===== src/rtl/cod_bhl.sv =====
// cod_bhl: registered 3-bit-code to 14-segment (starburst) display encoder.
//
// Purpose:
//   Decodes the 3-bit code {A,B,C} (A = MSB) into the glyph for decimal 0-7
//   on one 14-segment digit. Every segment has its own combinational decode
//   function. All fourteen results are captured in a single output register,
//   so the pad lines change only on a clock edge and never show a mixed glyph.
//
// Ports:
//   clk                 in   system clock, rising edge
//   rst                 in   asynchronous active-high reset (blanks the digit)
//   A, B, C             in   code bits 2..0
//   a, b, c, d, e, f    out  outer ring segments (active-high)
//   g1, g2              out  middle bar, left / right halves
//   h, i, j             out  upper diagonals / upper centre vertical
//   k, l, m             out  lower diagonals / lower centre vertical
//
// Latency is one cycle. The register reloads on every clock. There is no
// enable and no handshake.

module cod_bhl (
    input  logic clk,
    input  logic rst,
    input  logic A,
    input  logic B,
    input  logic C,
    output logic a,
    output logic b,
    output logic c,
    output logic d,
    output logic e,
    output logic f,
    output logic g1,
    output logic g2,
    output logic h,
    output logic i,
    output logic j,
    output logic k,
    output logic l,
    output logic m
);

    // Per-segment lit-masks: bit n set means the segment is lit for code n.
    localparam logic [7:0] MASK_A  = 8'b1110_1101; // 0,2,3,5,6,7
    localparam logic [7:0] MASK_B  = 8'b1001_1111; // 0,1,2,3,4,7
    localparam logic [7:0] MASK_C  = 8'b1111_1011; // all but 2
    localparam logic [7:0] MASK_D  = 8'b0110_1101; // 0,2,3,5,6
    localparam logic [7:0] MASK_E  = 8'b0100_0101; // 0,2,6
    localparam logic [7:0] MASK_F  = 8'b0111_0001; // 0,4,5,6
    localparam logic [7:0] MASK_G1 = 8'b0111_0100; // 2,4,5,6
    localparam logic [7:0] MASK_G2 = 8'b0111_1100; // 2,3,4,5,6
    localparam logic [7:0] MASK_J  = 8'b0000_0011; // 0 (slash), 1 (flag)
    localparam logic [7:0] MASK_K  = 8'b0000_0001; // 0 (slash)

    function automatic logic dec_a(input logic [2:0] code);
        return MASK_A[code];
    endfunction

    function automatic logic dec_b(input logic [2:0] code);
        return MASK_B[code];
    endfunction

    function automatic logic dec_c(input logic [2:0] code);
        return MASK_C[code];
    endfunction

    function automatic logic dec_d(input logic [2:0] code);
        return MASK_D[code];
    endfunction

    function automatic logic dec_e(input logic [2:0] code);
        return MASK_E[code];
    endfunction

    function automatic logic dec_f(input logic [2:0] code);
        return MASK_F[code];
    endfunction

    function automatic logic dec_g1(input logic [2:0] code);
        return MASK_G1[code];
    endfunction

    function automatic logic dec_g2(input logic [2:0] code);
        return MASK_G2[code];
    endfunction

    function automatic logic dec_j(input logic [2:0] code);
        return MASK_J[code];
    endfunction

    function automatic logic dec_k(input logic [2:0] code);
        return MASK_K[code];
    endfunction

    // h, i, l, m are not part of any digit glyph. They are decoded as dark
    // for every code. The code argument is kept so that each segment has a
    // uniform decode interface.
    function automatic logic dec_dark(input logic [2:0] code);
        return (code == code) ? 1'b0 : 1'b0;
    endfunction

    logic [2:0]  code;
    logic [13:0] seg_d;   // bit order a,b,c,d,e,f,g1,g2,h,i,j,k,l,m (MSB first)
    logic [13:0] seg_q;

    assign code = {A, B, C};

    always_comb begin
        seg_d = '0;
        seg_d[13] = dec_a(code);
        seg_d[12] = dec_b(code);
        seg_d[11] = dec_c(code);
        seg_d[10] = dec_d(code);
        seg_d[9]  = dec_e(code);
        seg_d[8]  = dec_f(code);
        seg_d[7]  = dec_g1(code);
        seg_d[6]  = dec_g2(code);
        seg_d[5]  = dec_dark(code);   // h
        seg_d[4]  = dec_dark(code);   // i
        seg_d[3]  = dec_j(code);
        seg_d[2]  = dec_k(code);
        seg_d[1]  = dec_dark(code);   // l
        seg_d[0]  = dec_dark(code);   // m
    end

    // Only state in the block. Reset blanks the digit at once, without
    // waiting for a clock edge.
    always_ff @(posedge clk or posedge rst) begin
        if (rst) begin
            seg_q <= '0;
        end else begin
            seg_q <= seg_d;
        end
    end

    assign {a, b, c, d, e, f, g1, g2, h, i, j, k, l, m} = seg_q;

endmodule


===== config.mk =====
export PLATFORM = sky130hd
export DESIGN_NAME = cod_bhl
export DESIGN_NICKNAME = d
export VERILOG_FILES = /design/src/rtl/cod_bhl.sv
export SDC_FILE = /design/constraint.sdc
export NUM_CORES = 1
export LEC_CHECK = 0
export CAP_MARGIN = 5
export CORE_AREA = 2 2 39 41
export DETAILED_ROUTE_END_ITERATION = 6
export DIE_AREA = 0 0 41 43
export DONT_BUFFER_PORTS = 1
export GPL_TIMING_DRIVEN = 0
export SLEW_MARGIN = 20
export SYNTH_ARGS = -nofsm -noshare
export SYNTH_HDL_FRONTEND = slang
export SYNTH_SLANG_ARGS = --single-unit
export TNS_END_PERCENT = 1

===== constraint.sdc =====
create_clock -name clk -period 1.24 [get_ports clk]
set_input_delay 0.372 -clock clk [delete_from_list [all_inputs] [get_ports clk]]
set_output_delay 0.372 -clock clk [all_outputs]
set_load 0.005 [all_outputs]

# Word level (Yosys, flattened, before mapping)
# Memories as Yosys holds them, arrays and structs flattened. A register that Yosys moved wholly into a read port is not among the register bits.
# Cells that the tools add are included.
# totals
register_bits	0
rom_bits	80
wordCells	10
n_memories	10
# memory_table
memory	words	width	read_ports	rd_ports_with_merged_regs	wr	line_no	rtl
(name not given)	8	1	1	1	0	80	return MASK_G1[code];
(name not given)	8	1	1	1	0	88	return MASK_J[code];
(name not given)	8	1	1	1	0	76	return MASK_F[code];
(name not given)	8	1	1	1	0	72	return MASK_E[code];
(name not given)	8	1	1	1	0	68	return MASK_D[code];
(name not given)	8	1	1	1	0	92	return MASK_K[code];
+4 memories	n/a	n/a	n/a	n/a	n/a	n/a	

# Depth between registers and ports, before layout
# Gate-level depths: netlist of run 1.
# logic_depth
ltp_word	0
depth_mapped	4

# Worst setup path before layout of run 1
# OpenSTA, ideal clock, no wires.
# synth_path
kind	in2reg
start	input port B
end	register seg_q[10]
setup_ps	123
t_arrival_ps	839
setup_slack_ps	278
path_stages	4
path_buffers	0
cell_sequence	inv_1 ha_1 inv_1 a21oi_1
# synth_rtl
element	line_no	rtl
from (decl)	25	input logic B,
to (decl)	104	logic [13:0] seg_q;

# Worst setup path in the final report of run 1
# layout_path
start	register seg_q[9]
end	output port e
# layout_rtl
element	line_no	rtl
to (decl)	31	output logic e,
# No word-level cell between the ends.

==> summary.txt, run 1 <==
Layout
  • Max reg flops: 10
  • Layout Cells excl Fill: 63
  • Fin nets: 60
  • Largest registers: seg_q x10
  • Most common cell after layout, fill and taps aside: dfrtp_1
  • Diode count: 0
  • Layout fillers: around 130
  • Commonest non-fill, non-tap cells in the layout: dfrtp_1, ha_1, inv_1
  • Share of cells above drive strength 1: a little under a fifth
  • Area delta synth->final: 13.6%
  • Final Core Density: between 30 and 40%
  • Biggest register: seg_q

Clock tree
  • Clock-pin slew on the worst setup and hold paths: approximately 0.060 ns
  • Clk root buf: clkbuf_4
  • Quantity of gates resized following cts: 0
  • H-tree levels: 1
  • Clock sinks: 10
  • Clock Tree Buf Depth: 2
  • CTS tree: built
  • CTS Buf Count: 3

Drt
  • Iteration-0 DRC Markers: 2
  • DR WL/cell: 9.56 um
  • Antenna Nets Post-Route: 0
  • Total Wirelength: between 600 and 700 um
  • Via count: 256
  • Via/cell ratio: 4.06
  • DR DRC count: 0
  • DRT Pass-1 Iters: 2

Timing
  • Final WS setup: 0.242 ns
  • Setup TNS: 0 ns
  • Max-slew violation count: 0
  • FMAX: 1000 MHz
  • Tcrit/Tclk final: 80.5%
  • Final setup violation count: 0
  • Tmin final: 0.998 ns
  • Unrepaired setup endpoints after global routing: no
  • Fin. Hold Viols: 0

Global routing
  • Number of global-route vias before repair: between 200 and 250
  • First-pass GRT wire length: approximately 1000 um
  • Largest net degree at the start of global routing: 11
  • Grt total ovfl: 0
  • Initial antenna violation count: 0
  • Gr usage total: ~8.9%

Pwr
  • PwrDens: around 1200 nW/um^2
  • Static leakage: 0.278 nW
  • Peak supply drop: about 0.26 mV
  • Overall Power: about 0.62 mW

Die
  • Starting Density: 33.8%
  • Core Area: roughly 1400 um^2
  • Die Y: 43 um
  • Num rows: 14
  • # IOs: 19
  • Die area: between 1500 and 2000 um^2
  • Chip width: 41 um

Worst setup path
  • Max FO, Critical Path: 1
  • Critical Path Source: seg_q[9]
  • Data required time of the critical path: about 0.87 ns
  • Startpoint types: flop
  • Critical Path End Type: primary output
  • Crit path kind: flop to primary output
  • Critical path arrival: approximately 0.63 ns

Logic synthesis
  • #FFs+latches synth: 10
  • Seq/Total Area, Yosys: 53.5%
  • Gate count after technology mapping: 40
  • YS warnings: 0
  • Post-synthesis cell area: between 400 and 500 um^2
  • Synth cell types: 15
  • Post-synthesis area per instance: 11.7 um^2

Flow run
  • Max-Cap Viols: 0

Outcome
  • Run status: finished clean

Placed design
  • GPL Wtd Cong: approximately 0.6
  • IO buf count: 0
  • Placed insts: 59
  • Dpl ws: between 0.2 and 0.25 ns

Min path
  • Hold_sp: B
  • HP Class: input port to flop
==> path summary, 6_finish.rpt <==
check,end,slack [ns],cells past startpoint
max,e,0.24,0
min,seg_q[3],0.17,1
max in group asynchronous,seg_q[13],0.46,2
min in group asynchronous,seg_q[7],0.53,2
==> per-stage QoR <==
step	instance area (um^2)	hold WS (ns)
after global routing	532	0.160
final	532	0.174
after CTS	532	0.169
after global placement	499	0.238
after detailed placement	499	0.245
after floorplan	479	0.212
==> cell families after synthesis <==
group           count (synthesis)  share of synthesized area (%)
buf+inv                        10                           12.8
flops                          10                           53.5
simple gates                    7                           8.29
fa+ha+maj                       6                           16.0
compound gates                  5                           5.35
mux                             1                           3.21
other cells                     1                          0.801
==> synthesized netlist by cell type, drive strengths merged <==
master  instances  area, um^2
nor2b           1        6.26
inv             5        18.8
dfrtp          10         250
buf             5        41.3
and2b           1        7.51
nor2            1        3.75
mux2            1        15.0
a21oi           2        10.0
ha              6        75.1
o21ai           3        15.0
or2b            1        7.51
conb            1        3.75
nand2b          1        6.26
nand2           2        7.51
==> layer usage <==
layer  part of all wire [%]  vias to the layer above  track usage (%)
met5                      0                        -                0
met1                     35                      111             8.71
met4                    2.0                        0             10.0
met2                     50                       15             12.5
met3                     12                        2             3.66
li1                       -                      128                -
==> final cells by class <==
cell class,instances,area (um^2),share of cell area (%)
Sequential cell,10,250,47.1
Inverter,5,18.8,3.53
Buffer,5,41.3,7.76
Timing Repair Buffer,1,10.0,1.88
Multi-Input combinational cell,23,169,31.8
Clock buffer,3,22.5,4.24
Tap cell,16,20.0,3.76
==> power by group <==
| part | internal (mW) | total [mW] | switching [mW] |
|---|---|---|---|
| clock network | 0.111 | 0.198 | 0.0873 |
| registers | 0.349 | 0.359 | 0.0104 |
| logic | 0.0302 | 0.0617 | 0.0315 |
==> timing repair <==
item                      CTS  global route
hold endpoints to repair   10             0
hold buffers                1             0
setup buffers               0             0
No activity file was read; power rests on OpenSTA's default activity.
==> run 2: changes to the inputs <==
==> constraint.sdc (replaced) <==
create_clock -name clk -period 1.03 [get_ports clk]
set_input_delay 0.309 -clock clk [delete_from_list [all_inputs] [get_ports clk]]
set_output_delay 0.309 -clock clk [all_outputs]
set_load 0.005 [all_outputs]
==> results of run 2 <==
The final DEF is identical to that of run 1. Status: finished clean.
Among the figures that moved: setup slack after placement 0.216 ns -> 0.0685 ns; setup slack after layout 0.242 ns -> 0.0951 ns; hold slack 0.174 ns -> 0.111 ns; total power 0.619 mW -> 0.745 mW; worst IR drop on VDD 0.255 mV -> 0.308 mV
